===== src/rtl/alu_exec_if.sv =====
// rtl/alu_exec_if.sv - operand/result handshake bundle for the ALU execution stage
interface alu_exec_if #(
    parameter int WIDTH = 32
);
    logic             in_valid;
    logic             in_ready;
    logic [3:0]       control;
    logic [WIDTH-1:0] a;
    logic [WIDTH-1:0] b;
    logic             out_valid;
    logic             out_ready;
    logic [WIDTH-1:0] result;
    logic             zero;
    logic             illegal;

    // Upstream decoder / downstream consumer side
    modport master (
        output in_valid, control, a, b, out_ready,
        input  in_ready, out_valid, result, zero, illegal
    );

    // ALU execution stage side
    modport slave (
        input  in_valid, control, a, b, out_ready,
        output in_ready, out_valid, result, zero, illegal
    );
endinterface


===== src/rtl/alu_exec.sv =====
// rtl/alu_exec.sv - multi-cycle ALU stage: single-cycle logic/arith, bit-serial shifts
module alu_exec #(
    parameter int WIDTH = 32
) (
    input  logic      clk,
    input  logic      rst_n,
    alu_exec_if.slave bus
);
    localparam int SHW = $clog2(WIDTH);

    localparam logic [3:0] OP_AND  = 4'b0000;
    localparam logic [3:0] OP_OR   = 4'b0001;
    localparam logic [3:0] OP_ADD  = 4'b0010;
    localparam logic [3:0] OP_SLL  = 4'b0011;
    localparam logic [3:0] OP_SLT  = 4'b0100;
    localparam logic [3:0] OP_SLTU = 4'b0101;
    localparam logic [3:0] OP_SUB  = 4'b0110;
    localparam logic [3:0] OP_XOR  = 4'b0111;
    localparam logic [3:0] OP_SRL  = 4'b1000;
    localparam logic [3:0] OP_SRA  = 4'b1010;

    typedef enum logic [1:0] {
        S_IDLE  = 2'd0,
        S_SHIFT = 2'd1,
        S_DONE  = 2'd2
    } state_t;

    typedef enum logic [1:0] {
        DIR_SLL = 2'd0,
        DIR_SRL = 2'd1,
        DIR_SRA = 2'd2
    } shdir_t;

    state_t           state_q, state_d;
    logic [WIDTH-1:0] result_q, result_d;
    logic             zero_q, zero_d;
    logic             illegal_q, illegal_d;
    logic [SHW-1:0]   cnt_q, cnt_d;
    shdir_t           shdir_q, shdir_d;

    logic [WIDTH-1:0] op_res;
    logic             op_shift;
    logic             op_illegal;
    shdir_t           op_dir;
    logic [SHW-1:0]   shamt;
    logic [WIDTH-1:0] step_val;
    logic [WIDTH-1:0] done_val;

    assign shamt = bus.b[SHW-1:0];

    // Decode the presented control code and compute every single-cycle result
    always_comb begin
        op_res     = '0;
        op_shift   = 1'b0;
        op_illegal = 1'b0;
        op_dir     = DIR_SLL;
        case (bus.control)
            OP_AND:  op_res = bus.a & bus.b;
            OP_OR:   op_res = bus.a | bus.b;
            OP_XOR:  op_res = bus.a ^ bus.b;
            OP_ADD:  op_res = bus.a + bus.b;
            OP_SUB:  op_res = bus.a - bus.b;
            OP_SLT:  op_res = {{(WIDTH-1){1'b0}}, ($signed(bus.a) < $signed(bus.b))};
            OP_SLTU: op_res = {{(WIDTH-1){1'b0}}, (bus.a < bus.b)};
            OP_SLL: begin
                op_shift = 1'b1;
                op_dir   = DIR_SLL;
            end
            OP_SRL: begin
                op_shift = 1'b1;
                op_dir   = DIR_SRL;
            end
            OP_SRA: begin
                op_shift = 1'b1;
                op_dir   = DIR_SRA;
            end
            // Unlisted and unknown codes retire as a zero result flagged illegal
            default: op_illegal = 1'b1;
        endcase
    end

    // One-bit shift step; result_q doubles as the shift register while in SHIFT
    // (out_valid is low there, so nobody observes the intermediate values)
    always_comb begin
        step_val = result_q;
        case (shdir_q)
            DIR_SLL: step_val = {result_q[WIDTH-2:0], 1'b0};
            DIR_SRL: step_val = {1'b0, result_q[WIDTH-1:1]};
            DIR_SRA: step_val = {result_q[WIDTH-1], result_q[WIDTH-1:1]};
            default: step_val = result_q;
        endcase
    end

    // Value retired by a one-cycle op: zero-length shifts pass operand A through
    assign done_val = op_shift ? bus.a : op_res;

    // Next-state and datapath update
    always_comb begin
        state_d   = state_q;
        result_d  = result_q;
        zero_d    = zero_q;
        illegal_d = illegal_q;
        cnt_d     = cnt_q;
        shdir_d   = shdir_q;
        case (state_q)
            S_IDLE: begin
                if (bus.in_valid) begin
                    if (op_shift && (shamt != '0)) begin
                        result_d  = bus.a;
                        cnt_d     = shamt;
                        shdir_d   = op_dir;
                        illegal_d = 1'b0;
                        state_d   = S_SHIFT;
                    end else begin
                        result_d  = done_val;
                        zero_d    = (done_val == '0);
                        illegal_d = op_illegal;
                        state_d   = S_DONE;
                    end
                end
            end
            S_SHIFT: begin
                result_d = step_val;
                cnt_d    = cnt_q - SHW'(1);
                if (cnt_q == SHW'(1)) begin
                    zero_d  = (step_val == '0);
                    state_d = S_DONE;
                end
            end
            S_DONE: begin
                // New ops are only taken in IDLE, so a retire never overlaps an accept
                if (bus.out_ready) begin
                    state_d = S_IDLE;
                end
            end
            default: state_d = S_IDLE;
        endcase
    end

    // State and result registers with asynchronous reset
    always_ff @(posedge clk or negedge rst_n) begin
        if (!rst_n) begin
            state_q   <= S_IDLE;
            result_q  <= '0;
            zero_q    <= 1'b0;
            illegal_q <= 1'b0;
            cnt_q     <= '0;
            shdir_q   <= DIR_SLL;
        end else begin
            state_q   <= state_d;
            result_q  <= result_d;
            zero_q    <= zero_d;
            illegal_q <= illegal_d;
            cnt_q     <= cnt_d;
            shdir_q   <= shdir_d;
        end
    end

    // Handshake outputs come straight from the state register
    assign bus.in_ready  = (state_q == S_IDLE);
    assign bus.out_valid = (state_q == S_DONE);
    assign bus.result    = result_q;
    assign bus.zero      = zero_q;
    assign bus.illegal   = illegal_q;
endmodule

===== src/flat_wrapper.sv =====
// flat-port wrapper written by rule: the top's interface ports become plain ports
module alu_exec_flat 
#(
    parameter int WIDTH = 32
)
  (clk, rst_n, bus_in_valid, bus_control, bus_a, bus_b, bus_out_ready, bus_in_ready, bus_out_valid, bus_result, bus_zero, bus_illegal);
  alu_exec_if #(.WIDTH(WIDTH)) bus_i ();
  input  logic clk;
  input  logic rst_n;
  input wire logic [$bits(bus_i.in_valid)-1:0] bus_in_valid;
  input wire logic [$bits(bus_i.control)-1:0] bus_control;
  input wire logic [$bits(bus_i.a)-1:0] bus_a;
  input wire logic [$bits(bus_i.b)-1:0] bus_b;
  input wire logic [$bits(bus_i.out_ready)-1:0] bus_out_ready;
  output wire logic [$bits(bus_i.in_ready)-1:0] bus_in_ready;
  output wire logic [$bits(bus_i.out_valid)-1:0] bus_out_valid;
  output wire logic [$bits(bus_i.result)-1:0] bus_result;
  output wire logic [$bits(bus_i.zero)-1:0] bus_zero;
  output wire logic [$bits(bus_i.illegal)-1:0] bus_illegal;
  assign bus_i.in_valid = bus_in_valid;
  assign bus_i.control = bus_control;
  assign bus_i.a = bus_a;
  assign bus_i.b = bus_b;
  assign bus_i.out_ready = bus_out_ready;
  assign bus_in_ready = bus_i.in_ready;
  assign bus_out_valid = bus_i.out_valid;
  assign bus_result = bus_i.result;
  assign bus_zero = bus_i.zero;
  assign bus_illegal = bus_i.illegal;
  alu_exec #(.WIDTH(WIDTH)) u_core (.clk(clk), .rst_n(rst_n), .bus(bus_i));
endmodule

===== config.mk =====
export PLATFORM = sky130hd
export DESIGN_NAME = alu_exec_flat
export DESIGN_NICKNAME = d
export VERILOG_FILES = /design/src/rtl/alu_exec_if.sv /design/src/rtl/alu_exec.sv /design/src/flat_wrapper.sv
export SDC_FILE = /design/constraint.sdc
export NUM_CORES = 1
export LEC_CHECK = 0
export BUFFER_PORTS_ARGS = -buffer_cell sky130_fd_sc_hd__clkbuf_2
export CORE_MARGIN = 8
export CORE_UTILIZATION = 30
export CTS_CLUSTER_DIAMETER = 30
export DETAILED_ROUTE_END_ITERATION = 6
export GPL_TIMING_DRIVEN = 0
export RECOVER_POWER = 50
export SYNTH_ARGS = -nofsm -noshare
export SYNTH_HDL_FRONTEND = slang
export SYNTH_SLANG_ARGS = --single-unit
export TNS_END_PERCENT = 50

===== constraint.sdc =====
create_clock -name clk -period 4.66 [get_ports clk]
set_input_delay 0.466 -clock clk [delete_from_list [all_inputs] [get_ports clk]]
set_output_delay 0.466 -clock clk [all_outputs]
set_load 0.1 [all_outputs]

==> metrics.csv <==
stage,metric,value,unit
status,status,"complete, but fails checks",
status,failed_checks,"max-capacitance violations, max-slew violations",
synthesis,yosysWarnings,0,
pwr,intPower,1.42,mW
global_route,grt_max_degree,44,
pwr,combPwrFrac,72.2,%
global_route,antenna_found_initial,0,
place,port_buffers,106,
synthesis,synth_top_area_share,14.5,%
layout,syn2layout_area_growth,12.9,%
floorplanning,start_util,30.4,%
worst_setup_path,crit_path_end_kind,register,
worst_setup_path,required,4.85,ns
min_path,hold_path.class,in -> reg,
synthesis,yosys-top-cells-area,"ha_1 (14%), dfrtp_1 (12%), o21ai_0 (6.2%)",
pwr,p_sw,2.49,mW
pwr,ir_worst_vdd,193,uV
route,wl_per_cell,21.1,microns
worst_setup_path,critical_path.max_fanout,5,
sta,hold_violations,0,
pwr,swShare,63.7,%
global_route,grt_pass1_wl,56.7,mm
synthesis,yosys.cell_count.top_type,inv_1,
place,place.gp.congestion,0.992,
synthesis,synth-async-reset-ratio,100,%
layout,multiInputGateArea,6820,sq um
clock_tree,worstSkewPairLatency,0.28,ns
sta,min_period,4.33,ns
global_route,overflow,0,
sta,setup_viol,0,
place,dpl_cell_area,9730,sq um
route,drc,0,
clock_tree,cts-buffers-inserted,5,
clock_tree,tritoncts,done,
synthesis,postSynthCellCount,1247,
sta,clock_skew,0.00377,ns
worst_setup_path,reg2reg_slack,1.68,ns
synthesis,ys_seq_area_share,12.3,%
clock_tree,cts.clk_slew.worst_paths,0.06,ns
worst_setup_path,crit_type,in -> reg,
route,routed_via_density,5.98,
clock_tree,clockBufferDepth,2,
sta,tns,0,ns
layout,n_antenna_cell,0,
layout,fin_area,9850,sq um
sta,relSlewSlack,-51.9,%
synthesis,synth_common_cells,"inv_1 (117), o21ai_0 (108), ha_1 (101)",
pwr,clkPwrFrac,8.5,%
floorplanning,die_x,186,microns
clock_tree,cts-hold-fix-buffers,0,
worst_setup_path,critical_path_arrival,4.52,ns
sta,worst_slack,0.332,ns
layout,drive_gt1_share,10.5,%
sta,clock.fmax,0.231,GHz
sta,drv_slew,44,
layout,fillCellCount,3239,
pwr,power.leakage,4.26,nW
floorplanning,core-area,28700,sq um
clock_tree,htree_levels,2,
synthesis,ys_seq_elements,43,
flow_run,max_cap_viol_count,1,
floorplanning,row_count,62,
global_route,grt_pass1_vias,9838,
layout,register_area,1080,sq um
worst_setup_path,start_kind,input pin,
pwr,power,3.91,mW
clock_tree,cts_setup_buffers,0,
route,drtIter0Drc,1209,
layout,finalCoreUtilization,34.3,%
synthesis,ys_types,91,
pwr,p_seq_share,19.3,%
sta,tightestPinTransition,2.28,ns
route,antenna_violating_nets_post_route,0,
clock_tree,cts.sinks,43,
sta,fin_crit_sh,92.9,%
clock_tree,clock-root-buffer,clkbuf_16,
synthesis,synth_area,8720,sq um
clock_tree,post_cts_resized,0,
place,dp_hpwl,29.4,mm
synthesis,yosys.area.top_type,ha_1,
synthesis,syn_nets,1422,
route,first_pass_iters,6,
route,vias,10400,
floorplanning,die_area,34800,sq um
sta,rsz0062_at_grt,no,
layout,layout.nets,1535,
pwr,p_per_area,397,nW/um^2
route,wl,36.8,mm
synthesis,synth_edf_count,0,
floorplanning,dieHeight,186,microns
synthesis,synth.avg_cell_area,6.99,sq um
place,pre_cts_ws,0.139,ns
floorplanning,io_pins,108,
synthesis,ys.flop_type,dfrtp_1,
global_route,track_usage,19.9,%
## power groups by stage
stage / registers, mW / clock network, mW / logic [mW]
finish: 0.753 / 0.333 / 2.82
global route: 0.773 / 0.360 / 3.01
CTS: 0.739 / 0.341 / 2.81
detailed placement: 0.746 / 0 / 2.80
global placement: 0.743 / 0 / 2.78
floorplan: 1.55 / 0 / 1.28
## layout make-up
cell class | count | area share [%]
Multi-Input combinational cell | 997 | 69.3
Sequential cell | 43 | 10.9
Timing Repair Buffer | 106 | 5.15
Tap cell | 384 | 4.88
Inverter | 120 | 4.57
Buffer | 87 | 3.77
Clock buffer | 7 | 1.35
Clock inverter | 1 | 0.0508
## routing by layer
| metal | wire length (microns) | track usage, % |
|---|---|---|
| met5 | 0 | 0 |
| met4 | 1290 | 7.24 |
| met3 | 3220 | 2.74 |
| met2 | 16200 | 31.2 |
| met1 | 16100 | 27.4 |
## per-stage QoR
stage | hold slack, ns | std cells
5_1_grt | 0.412 | 1745
2_1_floorplan | 0.170 | 1247
4_1_cts | 0.401 | 1745
3_3_place_gp | 0.472 | 1737
3_5_place_dp | 0.482 | 1737
6_report | 0.391 | 1745
## layout by cell type, fill, tap and decap left out, types with 31 or more instances in the layout
| master | Yosys | layout |
|---|---|---|
| inv_1 | 117 | 117 |
| o21ai_0 | 108 | 108 |
| ha_1 | 101 | 101 |
| nor2_1 | 90 | 90 |
| a21oi_1 | 88 | 88 |
| clkbuf_2 | 1 | 88 |
| nand2_1 | 85 | 85 |
| clkbuf_1 | 60 | 81 |
| a22oi_1 | 43 | 43 |
| dfrtp_1 | 43 | 43 |
| nand2b_1 | 41 | 41 |
| o211ai_1 | 39 | 39 |
| nor3_1 | 32 | 32 |
| mux2i_1 | 31 | 31 |
## state kept, by name, summed over array words and instances, names as in the netlist
| register | flops |
|---|---|
| u_core.bus.zero | 1 |
| u_core.bus.illegal | 1 |
| u_core.state_q | 2 |
| u_core.shdir_q | 2 |
| u_core.bus.result | 32 |
| u_core.cnt_q | 5 |
## worst paths after layout
kind / startpoint / to / depth (start not counted)
worst max-delay path: bus_a[0] / u_core.bus.zero / 16
worst min-delay path: bus_out_ready / u_core.state_q[1] / 2
worst max register to register: u_core.shdir_q[0] / u_core.bus.zero / 10
worst min register to register: u_core.bus.illegal / u_core.bus.illegal / 2
max in group asynchronous: rst_n / u_core.bus.illegal / 1
min in group asynchronous: rst_n / u_core.bus.result[5] / 1
## critical path, cell delays in order
cell,delay [ns]
clkbuf_2,0.14
inv_1,0.09
ha_1,0.16
inv_1,0.05
fa_1,0.43
nor2b_1,0.16
o21ai_1,0.30
a21oi_1,0.23
nor3_1,0.62
a2bb2oi_1,0.53
nor3b_1,0.37
o311a_1,0.24
mux2i_1,0.20
o311a_1,0.24
nand4_1,0.10
o31ai_1,0.19
## cells by family after synthesis
kind of cell	count (synthesis)	synth area share, %
AO/OA/AOI/OAI	458	35.4
flip-flops	43	12.3
AND/OR/NAND/NOR	397	23.5
multiplexers	34	3.95
XOR/XNOR	5	0.502
buffers and inverters	207	9.43
adder cells (fa/ha/maj)	103	14.9
Power figures use the tool's default switching activity.
